[config.mk]
export PLATFORM = sky130hd
export DESIGN_NAME = pwm_multi
export DESIGN_NICKNAME = d
export VERILOG_FILES = /design/src/rtl/pwm_pkg.sv /design/src/rtl/pwm_ch_cmp.sv /design/src/rtl/pwm_multi.sv
export SDC_FILE = /design/constraint.sdc
export NUM_CORES = 1
export LEC_CHECK = 0
export ABC_AREA = 1
export BUFFER_PORTS_ARGS = -buffer_cell sky130_fd_sc_hd__buf_2
export CAP_MARGIN = 5
export CORE_MARGIN = 8
export CORE_UTILIZATION = 45
export DETAILED_ROUTE_END_ITERATION = 6
export PLACE_DENSITY = 0.65
export SYNTH_ARGS = -nofsm -noshare
export SYNTH_HDL_FRONTEND = slang
export SYNTH_SLANG_ARGS = --single-unit
[constraint.sdc]
create_clock -name sclk -period 4 [get_ports sclk]
set_clock_uncertainty 0.15 [all_clocks]
set_input_delay 0.4 -clock sclk [delete_from_list [all_inputs] [get_ports sclk]]
set_output_delay 0.4 -clock sclk [all_outputs]
set_load 0.01 [all_outputs]
[src/rtl/pwm_pkg.sv]
// rtl/pwm_pkg.sv - shared constants and types for the multi-channel PWM
package pwm_pkg;

    localparam logic MODE_EDGE   = 1'b0;
    localparam logic MODE_CENTER = 1'b1;

    localparam int DEF_NCH = 4;
    localparam int DEF_CW  = 16;
    localparam int DEF_PSW = 8;

    typedef enum logic {
        S_UP   = 1'b0,
        S_DOWN = 1'b1
    } dir_t;

endpackage

[src/rtl/pwm_ch_cmp.sv]
// rtl/pwm_ch_cmp.sv - per-channel duty compare with registered, polarity-adjusted output
module pwm_ch_cmp
    import pwm_pkg::*;
#(
    parameter int CW = DEF_CW
) (
    input  logic          sclk,
    input  logic          rstn,
    input  logic          en,
    input  logic [CW-1:0] cnt,
    input  logic [CW-1:0] duty_act,
    input  logic          polarity,
    output logic          pwm_out
);

    // Output is active while the counter is below duty; idles at the polarity level when disabled
    always_ff @(posedge sclk or negedge rstn) begin
        if (!rstn) begin
            pwm_out <= 1'b0;
        end else if (!en) begin
            pwm_out <= polarity;
        end else begin
            pwm_out <= (cnt < duty_act) ^ polarity;
        end
    end

endmodule

[src/rtl/pwm_multi.sv]
// rtl/pwm_multi.sv - NCH-channel PWM with shared prescaler/counter and double-buffered settings
module pwm_multi
    import pwm_pkg::*;
#(
    parameter int NCH = DEF_NCH,
    parameter int CW  = DEF_CW,
    parameter int PSW = DEF_PSW
) (
    input  logic              sclk,
    input  logic              rstn,
    input  logic              en,
    input  logic [PSW-1:0]    prescale,
    input  logic [CW-1:0]     period,
    input  logic [NCH*CW-1:0] duty,
    input  logic              center,
    input  logic [NCH-1:0]    polarity,
    input  logic              load,
    output logic              pending,
    output logic              period_tick,
    output logic [NCH-1:0]    pwm_out
);

    logic [PSW-1:0]    pcnt;
    logic              tick;
    logic [CW-1:0]     cnt;
    logic [CW-1:0]     cnt_nxt;
    dir_t              state;
    dir_t              state_nxt;
    logic              bnd;
    logic              commit;

    logic [CW-1:0]     p_act;
    logic [CW-1:0]     p_sh;
    logic [NCH*CW-1:0] duty_act;
    logic [NCH*CW-1:0] duty_sh;
    logic              c_act;
    logic              c_sh;

    // >= keeps the prescaler from running away if prescale is lowered below pcnt
    assign tick = en && (pcnt >= prescale);

    // Prescaler: count 0..prescale, held cleared while disabled
    always_ff @(posedge sclk or negedge rstn) begin
        if (!rstn) begin
            pcnt <= '0;
        end else if (!en || tick) begin
            pcnt <= '0;
        end else begin
            pcnt <= pcnt + PSW'(1);
        end
    end

    // Counter/direction next state; boundary is the last tick of a period in either mode
    always_comb begin
        cnt_nxt   = cnt;
        state_nxt = state;
        bnd       = 1'b0;
        if (tick) begin
            if (c_act == MODE_EDGE) begin
                if (cnt >= p_act) begin
                    bnd = 1'b1;
                end else begin
                    cnt_nxt = cnt + CW'(1);
                end
            end else if (state == S_UP) begin
                if (cnt >= p_act) begin
                    // P of 0 or 1 has no down leg: the peak is also the period end
                    if (p_act <= CW'(1)) begin
                        bnd = 1'b1;
                    end else begin
                        cnt_nxt   = p_act - CW'(1);
                        state_nxt = S_DOWN;
                    end
                end else begin
                    cnt_nxt = cnt + CW'(1);
                end
            end else begin
                if (cnt <= CW'(1)) begin
                    bnd = 1'b1;
                end else begin
                    cnt_nxt = cnt - CW'(1);
                end
            end
            if (bnd) begin
                cnt_nxt   = '0;
                state_nxt = S_UP;
            end
        end
        if (!en) begin
            cnt_nxt   = '0;
            state_nxt = S_UP;
        end
    end

    // Counter/direction state register
    always_ff @(posedge sclk or negedge rstn) begin
        if (!rstn) begin
            cnt   <= '0;
            state <= S_UP;
        end else begin
            cnt   <= cnt_nxt;
            state <= state_nxt;
        end
    end

    // Shadow settings move to active at a boundary, or straight away while disabled
    assign commit = pending && (bnd || !en);

    // Shadow capture, commit and pending flag; a load coinciding with a commit stays pending
    always_ff @(posedge sclk or negedge rstn) begin
        if (!rstn) begin
            p_sh     <= '0;
            duty_sh  <= '0;
            c_sh     <= MODE_EDGE;
            p_act    <= '0;
            duty_act <= '0;
            c_act    <= MODE_EDGE;
            pending  <= 1'b0;
        end else begin
            if (load) begin
                p_sh    <= period;
                duty_sh <= duty;
                c_sh    <= center;
            end
            if (commit) begin
                p_act    <= p_sh;
                duty_act <= duty_sh;
                c_act    <= c_sh;
            end
            pending <= load | (pending & ~commit);
        end
    end

    // Period boundary pulse, one cycle after the boundary tick
    always_ff @(posedge sclk or negedge rstn) begin
        if (!rstn) begin
            period_tick <= 1'b0;
        end else begin
            period_tick <= bnd;
        end
    end

    for (genvar i = 0; i < NCH; i++) begin : g_ch
        pwm_ch_cmp #(
            .CW(CW)
        ) u_cmp (
            .sclk    (sclk),
            .rstn    (rstn),
            .en      (en),
            .cnt     (cnt),
            .duty_act(duty_act[i*CW +: CW]),
            .polarity(polarity[i]),
            .pwm_out (pwm_out[i])
        );
    end

endmodule

==> run_results.csv, run 1 <==
group,metric,value,unit
cells_and_area,num_antenna_cells,0,
synth,ys_warn_count,0,
cells_and_area,drive_gt1_share,10.9,%
setup_path,crit_buf_inv,2,
global_route,antenna_found_initial,0,
sta,slew_viol_final,0,
synth,syn_avg_cell_area,7.59,sq um
floorplan,io_pins,103,
sta,timing.hold.ws,0.0138,ns
cells_and_area,nets,1758,
floorplan,die_area,30000,sq um
clock_network,cts_root_buffer,"clkbuf_16",
clock_network,h-tree-depth,4,
clock_network,tritoncts,"done",
setup_path,ff2ff_setup_slack,0.89,ns
floorplan,start_util,45.8,%
setup_path,critPathKind,"flip-flop to flip-flop",
status,outcome,"finished, final reports clean",
setup_path,crit_path_end_kind,"flip-flop",
sta,setup_tns,0,ns
sta,min_period_over_period,77.7,%
routing,dr.pass1.iters,7,
clock_network,post_cts_buffers,0,
setup_path,reg2reg_depth,16,
routing,detail_route.wl_per_cell,14.7,um
synth,synth_edf_count,0,
synth,synth_top_family_by_area,"simple AND/OR/NAND/NOR gates",
pwr,power.density,440,nW/um^2
pwr,leakage,7.17,nW
routing,postRouteAntennaNets,0,
clock_network,clockBufferDepth,2,
setup_path,cp.depth,16,
pwr,ir_worst_vdd,0.231,mV
synth,synth_cells,1463,
sta,rsz0062_at_grt,"false",
synth,synth-seq-cells,193,
cells_and_area,mostFrequentLayoutCells,"nand2_1 (614), dfrtp_1 (192), inv_1 (141)",
routing,vias,9482,
synth,synthXorXnorAreaFrac,2.37,%
clock_network,cts_buffers,17,
synth,yosysUniqueCellTypes,34,
cells_and_area,final_common_cell,"nand2_1",
floorplan,die_h,173,um
setup_path,reg2reg_from,"cnt[0]$_DFFE_PN0P_",
setup_path,start_kind,"flip-flop",
clock_network,clock-sinks,193,
setup_path,slowest_stage,"dfrtp_1",
synth,synthArstFlopShare,100,%
routing,first_iter_violations,554,
routing,via_per_inst,4.97,
placement,portBuffers,102,
setup_path,cpPeakStageDelay,0.46,ns
routing,totalWireLength,28100,um
setup_path,arrival,3.28,ns
synth,yosys.area_share.simple,30.9,%
routing,post-route-drc-count,0,
synth,syn_nets,1650,
setup_path,critPathMostFrequentCell,"nand2_1",
setup_path,endpoint,"duty_act[48]$_DFFE_PN0P_",
setup_path,worstPathCellList,"clkinv_1, ha_1, nand4_1, nor2_1, nor2_1, nand2_1, nand2_1, nand2_2, nand3_2, nand2_2, nand3_2, nand2_4, nand2_4, buf_12, nand2_1, nand2_1",
run,max-cap-violations,0,
clock_network,clk_latency,0.43,ns
global_route,overflow,0,
placement,dp_hpwl,20000,um
floorplan,fp.coreArea,24200,sq um
floorplan,fp-row-count,57,
setup_path,crit_family,"simple AND/OR/NAND/NOR gates",
global_route,grt_max_degree,95,
sta,hold_viol_final,0,
cells_and_area,synthToLayoutAreaGrowth,14.7,%
worst_hold_path,hp-class,"input port to flip-flop",
sta,slew-limit-headroom,45.4,%
synth,synth_seq_area_share,43.5,%
clock_network,clk_pin_slew,0.07,ns
setup_path,r2r_end,"duty_act[48]$_DFFE_PN0P_",
synth,synthFlopType,"dfrtp_1",
clock_network,cts_hold_repair.buffers,27,
sta,fmax,322,MHz
sta,period_needed,3.11,ns
synth,synthAdderAreaFrac,10.1,%
sta,setup_viol,0,
placement,gp_congestion,0.941,
setup_path,path_max_fanout,47,
synth,synth_compound_area_share,4.99,%
sta,worst_pin_slew,0.819,ns
global_route,track_usage,18.9,%
floorplan,die_w,173,um
setup_path,critPathLaunch,"cnt[0]$_DFFE_PN0P_",
global_route,grt_pass1_vias,9460,
synth,syn_area,11100,sq um
synth,synthMuxAreaShare,0,%
clock_network,cts_resized,0,
global_route,grt_pass1_wl,47000,um
setup_path,worst_ep_required_time,4.17,ns
-- per-layer routing --
metal,part of all wire [%],up-vias,global-route usage [%]
met2,47,228,31.6
met5,0,-,0
met1,46,4390,24.7
met3,4.6,28,3.42
li1,-,4836,-
met4,1.8,0,5.35
-- logic make-up (layout without fill, tap and decap cells) --
| kind of cell | after synthesis | after routing |
|---|---|---|
| buffers and inverters | 208 | 329 |
| adder cells (fa/ha/maj) | 90 | 90 |
| AND/OR/NAND/NOR | 839 | 839 |
| flip-flops | 193 | 193 |
| AO/OA/AOI/OAI | 103 | 103 |
| XOR/XNOR | 30 | 30 |
-- sequential cells by signal (all words and copies together) (netlist names) --
signal / cells
pending: 1
duty_sh: 64
pcnt: 8
period_tick: 1
c_sh: 1
c_act: 1
cnt: 16
duty_act: 64
p_sh: 16
p_act: 16
state: 1
g_ch.u_cmp.pwm_out: 4
-- worst register-to-register path: stages, from the launching register on --
cell and delay [ns]:
dfrtp_1 0.46, clkinv_1 0.32, ha_1 0.40, nand4_1 0.08, nor2_1 0.10, nor2_1 0.04, nand2_1 0.07, nand2_1 0.08
nand2_2 0.17, nand3_2 0.11, nand2_2 0.09, nand3_2 0.10, nand2_4 0.10, nand2_4 0.23, buf_12 0.31, nand2_1 0.14
nand2_1 0.05
-- power breakdown --
part	leakage (nW)	switching (mW)	internal (mW)
logic	4.46	0.904	0.533
clock network	0.290	0.790	0.956
registers	2.42	0.224	2.20
-- Yosys cell counts, types with 2 or more instances --
cell type    n  area, sq um
nand2_1    614         2300
dfrtp_1    193         4830
inv_1      141          529
nand3_1    113          566
ha_1        90         1130
a21oi_1     53          265
nor2_1      52          195
o21ai_0     33          165
clkbuf_1    28          105
xor2_1      24          210
nand4_1     23          144
nor3_1      17         85.1
buf_4       13         97.6
buf_6        8         90.1
buf_2        7         35.0
inv_2        7         26.3
o211ai_1     7         52.6
xnor2_1      6         52.6
o21a_1       5         37.5
nor2_2       4         25.0
nor4_1       4         25.0
buf_1        3         11.3
nand2_2      3         18.8
and2_1       2         12.5
nand2_4      2         22.5
nand3_2      2         20.0
o22ai_1      2         12.5
-- how the worst min path moves through the flow --
stage,end,slack [ns],from,cells past startpoint
6_report,duty_sh[33]$_DFFE_PN0P_,0.01,duty[33],3
2_1_floorplan,c_act$_DFFE_PN0P_,-0.05,rstn,0
5_1_grt,duty_sh[60]$_DFFE_PN0P_,0.01,duty[60],3
3_5_place_dp,duty_act[16]$_DFFE_PN0P_,0.31,duty_act[16]$_DFFE_PN0P_,2
4_1_cts,duty_sh[39]$_DFFE_PN0P_,0.00002,duty[39],3
3_3_place_gp,duty_act[33]$_DFFE_PN0P_,0.30,duty_act[33]$_DFFE_PN0P_,2
-- area by class of cell --
| cell class | instances | area, sq um |
|---|---|---|
| Timing Repair Buffer | 148 | 970 |
| Clock buffer | 20 | 447 |
| Sequential cell | 193 | 4830 |
| Clock inverter | 12 | 149 |
| Inverter | 149 | 559 |
| Tap cell | 324 | 405 |
| Fill cell | 2359 | 11500 |
| Multi-Input combinational cell | 1062 | 5380 |
-- per-stage QoR --
step / instances / worst slack, ns / total power [mW] / utilization [%] / cell area (sq um)
2_1_floorplan: 1463 / 1.65 / 3.43 / - / 11100
3_3_place_gp: 1849 / 0.968 / 3.84 / 49.0 / 11900
3_5_place_dp: 1849 / 0.914 / 3.87 / 49.0 / 11900
4_1_cts: 1908 / 0.888 / 5.66 / 52.5 / 12700
5_1_grt: 1908 / 0.559 / 5.98 / 52.5 / 12700
6_report: 1908 / 0.892 / 5.60 / 52.5 / 12700
Note: power is estimated with default switching activity, not from simulation.
==> run 2, diff against run 1 <==
PLACE_DENSITY = 0.68   (was 0.65)
clock period = 2.84 ns   (was 4 ns; I/O delays follow)
==> run_results.csv, run 2 (synthesis gave the netlist of run 1 again) <==
group,metric,value,unit
clock_network,cts_root_buffer,"clkbuf_16",
pwr,pwr-share-comb,27.6,%
pwr,power.density,600,nW/um^2
pwr,total_power,8.09,mW
pwr,pwr-share-clk,30.9,%
global_route,overflow,0,
sta,slew-limit-headroom,50.4,%
setup_path,worstPathCellList,"inv_1, ha_1, nand2_1, inv_1, nand2_1, nor2_1, nor2_1, nand2_1, nand2_1, nand2_2, inv_2, nand2_2, nand3_2, nand2_4, nand2_4, buf_6, nand2_1, nand2_1",
pwr,swShare,33.2,%
sta,rsz0062_at_grt,"false",
pwr,ir_worst_vdd,0.405,mV
sta,setup_ws,0.274,ns
cells_and_area,drive_gt1_share,11.3,%
routing,via_per_inst,5.02,
sta,worst_pin_slew,0.743,ns
sta,min_period_over_period,90.4,%
sta,setup_viol,0,
cells_and_area,num_antenna_cells,0,
cells_and_area,synthToLayoutAreaGrowth,21.3,%
clock_network,cts_buffers,17,
cells_and_area,final_core_util,55.6,%
cells_and_area,nets,1831,
floorplan,io_pins,103,
routing,totalWireLength,29400,um
routing,postRouteAntennaNets,0,
clock_network,clockBufferDepth,2,
sta,period_needed,2.57,ns
global_route,grt_pass1_vias,9822,
setup_path,slowest_stage,"dfrtp_1",
setup_path,path_max_fanout,38,
floorplan,fp.coreArea,24200,sq um
placement,dp_slack,0.217,ns
clock_network,post_cts_buffers,0,
clock_network,tritoncts,"done",
sta,timing.hold.ws,0.00538,ns
sta,fmax,390,MHz
sta,setup_tns,0,ns
status,outcome,"finished, final reports clean",
global_route,grt_max_degree,82,
worst_hold_path,hp-class,"input port to flip-flop",
floorplan,die_h,173,um
setup_path,critPathKind,"flip-flop to flip-flop",
routing,post-route-drc-count,0,
setup_path,start_kind,"flip-flop",
floorplan,die_w,173,um
pwr,p_seq_share,41.5,%
run,max-cap-violations,0,
pwr,p_int,5.40,mW
setup_path,cpPeakStageDelay,0.42,ns
floorplan,fp-row-count,57,
sta,hold_viol_final,0,
floorplan,die_area,30000,sq um
clock_network,h-tree-depth,4,
cells_and_area,mostFrequentLayoutCells,"nand2_1 (614), dfrtp_1 (192), inv_1 (141)",
cells_and_area,final_common_cell,"nand2_1",
global_route,grt_pass1_wl,49000,um
clock_network,clock-sinks,193,
clock_network,clk_latency,0.43,ns
routing,dr.pass1.iters,5,
clock_network,clk_pin_slew,0.07,ns
placement,gp_congestion,0.927,
setup_path,arrival,2.78,ns
sta,slew_viol_final,0,
global_route,antenna_found_initial,0,
pwr,leakage,7.51,nW
routing,vias,9930,
placement,portBuffers,102,
floorplan,start_util,45.8,%
setup_path,critPathMostFrequentCell,"nand2_1",
cells_and_area,largestRegisters,"duty_act x64, duty_sh x64",
setup_path,worst_ep_required_time,3.05,ns
pwr,p_switching,2.69,mW
routing,first_iter_violations,686,
global_route,track_usage,19.7,%
placement,dp_hpwl,20200,um
routing,detail_route.wl_per_cell,14.8,um
setup_path,crit_path_end_kind,"flip-flop",
run 2: layer usage:
layer	vias to the layer above	global-route usage, %	routed length, um
met5	-	0	0
li1	4977	-	-
met1	4633	25.4	12900
met3	50	3.40	1610
met4	0	6.32	646
met2	270	33.2	14200
run 2: worst max-delay path, delay by kind of cell, from the launching register on:
kind                     cells  cell delay [ns]
buffers and inverters        4             0.55
adder cells (fa/ha/maj)      1             0.30
flip-flops                   1             0.42
AND/OR/NAND/NOR             13             1.06
run 2: repair_timing:
action,CTS,global route
endpoints found under the hold margin,159,0
resized for setup,0,1
endpoints found under the setup margin,0,36
hold buffers,84,0
run 2: through the flow:
step,cell area (sq um),instances
3_5_place_dp,12000,1865
2_1_floorplan,11100,1463
5_1_grt,13500,1979
4_1_cts,13500,1979
3_3_place_gp,12000,1865
6_report,13500,1979
run 2: area by class of cell:
type / instances / area [sq um]
Tap cell: 324 / 405
Timing Repair Buffer: 221 / 1700
Inverter: 149 / 559
Sequential cell: 193 / 4830
Multi-Input combinational cell: 1062 / 5380
Clock inverter: 9 / 130
Fill cell: 2274 / 10800
Clock buffer: 21 / 470
run 2: worst paths after layout:
check                                                  end  slack [ns]                     from  cells past startpoint
max in group asynchronous         duty_act[21]$_DFFE_PN0P_        1.37                     rstn                      3
hold / removal             g_ch[2].u_cmp.pwm_out$_DFF_PN0_       0.005              polarity[2]                      3
setup reg to reg                  duty_act[55]$_DFFE_PN0P_        0.27     p_act[5]$_DFFE_PN0P_                     18
min in group asynchronous          duty_sh[57]$_DFFE_PN0P_        0.31                     rstn                      2
hold reg to reg                    duty_sh[58]$_DFFE_PN0P_        0.32  duty_sh[58]$_DFFE_PN0P_                      2
setup / recovery                  duty_act[55]$_DFFE_PN0P_        0.27     p_act[5]$_DFFE_PN0P_                     18
run 2: power by group through the flow:
stage               combinational, mW  clock [mW]  sequential (mW)
finish                           2.23        2.50             3.35
global route                     2.55        2.64             3.40
CTS                              2.23        2.55             3.35
detailed placement               2.12           0             3.40
global placement                 2.06           0             3.40
floorplan                        1.49           0             3.34
==> run 3, diff against run 2 <==
PLACE_DENSITY = 0.65   (was 0.68)
clock period = 3.2 ns   (was 2.84 ns; I/O delays follow)
==> run_results.csv, run 3 (synthesis gave the netlist of run 1 again) <==
group,metric,value,unit
status,outcome,"finished, final reports clean",
setup_path,reg2reg_from,"cnt[1]$_DFFE_PN0P_",
cells_and_area,final_common_cell,"nand2_1",
clock_network,cts_buffers,17,
setup_path,critPathKind,"flip-flop to flip-flop",
cells_and_area,multi_input_area,5380,sq um
placement,portBuffers,102,
cells_and_area,nets,1828,
global_route,antenna_found_initial,1,
sta,fmax,371,MHz
pwr,power.density,547,nW/um^2
cells_and_area,fin_area,13500,sq um
pwr,pwr-share-comb,26.4,%
sta,setup_ws,0.503,ns
routing,post-route-drc-count,0,
sta,setup_tns,0,ns
cells_and_area,mostFrequentLayoutCells,"nand2_1 (614), dfrtp_1 (192), inv_1 (141)",
cells_and_area,drive_gt1_share,11.2,%
global_route,grt_max_degree,85,
placement,dp.cells,1862,
clock_network,cts_root_buffer,"clkbuf_16",
routing,via_per_inst,5.00,
floorplan,die_h,173,um
pwr,p_seq_share,40.7,%
placement,placed_area,12000,sq um
setup_path,arrival,2.91,ns
pwr,ir_worst_vdd,0.315,mV
cells_and_area,largestRegisters,"duty_act x64, duty_sh x64",
pwr,p_switching,2.46,mW
floorplan,die_area,30000,sq um
placement,gp_congestion,0.926,
global_route,grt_pass1_wl,49400,um
routing,vias,9886,
clock_network,h-tree-depth,4,
cells_and_area,final_core_util,55.6,%
sta,rsz0062_at_grt,"false",
floorplan,die_w,173,um
global_route,overflow,0,
floorplan,io_pins,103,
setup_path,path_max_fanout,35,
routing,dr.pass1.iters,5,
routing,detail_route.wl_per_cell,15.1,um
floorplan,fp.coreArea,24200,sq um
cells_and_area,synthToLayoutAreaGrowth,21.3,%
cells_and_area,fillers,2300,
global_route,track_usage,20.1,%
clock_network,clock-sinks,193,
clock_network,clk_pin_slew,0.07,ns
clock_network,clockBufferDepth,2,
sta,min_period_over_period,84.3,%
clock_network,clk_latency,0.43,ns
routing,first_iter_violations,718,
worst_hold_path,hp-class,"input port to flip-flop",
sta,slew-limit-headroom,49.3,%
clock_network,tritoncts,"done",
sta,setup_viol,0,
setup_path,critPathLaunch,"cnt[1]$_DFFE_PN0P_",
clock_network,post_cts_buffers,0,
sta,hold_viol_final,0,
routing,totalWireLength,29900,um
pwr,p_int,4.91,mW
worst_hold_path,hp-start,"polarity[2]",
setup_path,start_kind,"flip-flop",
cells_and_area,regArea,4830,sq um
sta,timing.hold.ws,0.0356,ns
floorplan,fp-row-count,57,
placement,dp_slack,0.532,ns
pwr,pwr-share-clk,33.0,%
sta,period_needed,2.70,ns
cells_and_area,post_layout_nonfiller_instances,1979,
run,max-cap-violations,0,
clock_network,cts_resized,0,
setup_path,worst_ep_required_time,3.41,ns
pwr,total_power,7.37,mW
setup_path,crit_path_end_kind,"flip-flop",
floorplan,start_util,45.8,%
sta,worst_pin_slew,0.761,ns
pwr,leakage,7.51,nW
sta,slew_viol_final,0,
global_route,grt_pass1_vias,9634,
routing,postRouteAntennaNets,0,
pwr,swShare,33.4,%
placement,dp_hpwl,21000,um
[run 3: cell types whose count changed in the layout (fill, tap and decap cells not counted)]
cell	change
buf_12	-3
buf_4	+1
buf_6	-1
bufinv_16	+2
clkbuf_8	-2
clkinv_2	-2
diode_2	+1
inv_6	+2
inv_8	+2
[run 3: final timing paths]
kind | depth (start not counted) | slack, ns | to
worst max-delay path | 16 | 0.50 | duty_act[63]$_DFFE_PN0P_
worst min-delay path | 3 | 0.04 | g_ch[2].u_cmp.pwm_out$_DFF_PN0_
worst max register to register | 16 | 0.50 | duty_act[63]$_DFFE_PN0P_
worst min register to register | 2 | 0.32 | duty_sh[37]$_DFFE_PN0P_
max in group asynchronous | 3 | 1.68 | duty_sh[40]$_DFFE_PN0P_
min in group asynchronous | 2 | 0.33 | duty_sh[59]$_DFFE_PN0P_
[run 3: power groups by stage]
stage | registers, mW | clock network, mW | logic [mW]
2_1_floorplan | 2.96 | 0 | 1.32
3_3_place_gp | 3.04 | 0 | 1.82
3_5_place_dp | 3.04 | 0 | 1.85
4_1_cts | 3.00 | 2.47 | 1.95
5_1_grt | 3.04 | 2.57 | 2.25
6_report | 3.00 | 2.43 | 1.94
[run 3: layer usage]
layer / global-route usage [%] / vias up / part of all wire [%]
met5: 0 / - / 0
met2: 32.3 / 240 / 47
met1: 27.5 / 4636 / 46
met4: 5.35 / 0 / 1.6
met3: 3.64 / 33 / 5.5
li1: - / 4977 / -
[run 3: cell type report]
| cell class | count | area share (%) |
|---|---|---|
| Tap cell | 324 | 3.01 |
| Antenna cell | 1 | 0.0186 |
| Inverter | 149 | 4.15 |
| Clock buffer | 19 | 3.29 |
| Sequential cell | 193 | 35.8 |
| Timing Repair Buffer | 218 | 12.1 |
| Clock inverter | 13 | 1.63 |
| Multi-Input combinational cell | 1062 | 39.9 |
[run 3: repair_timing]
action / CTS / global route
endpoints found under the hold margin: 163 / 0
hold buffers: 84 / 0
setup endpoints to repair: 0 / 0
[run 3: critical path: stages, from the launching register on]
cell and delay, ns:
dfrtp_1 0.52, ha_1 0.37, nand2_1 0.05, nand2_1 0.05, nand2_1 0.05, nand2_1 0.05, nand2_1 0.04, nand2_1 0.08
nand2_1 0.08, nand2_2 0.16, nand3_2 0.11, nand2_2 0.09, nand3_2 0.10, nand2_4 0.11, buf_4 0.34, nand3_1 0.14
nand2_1 0.11
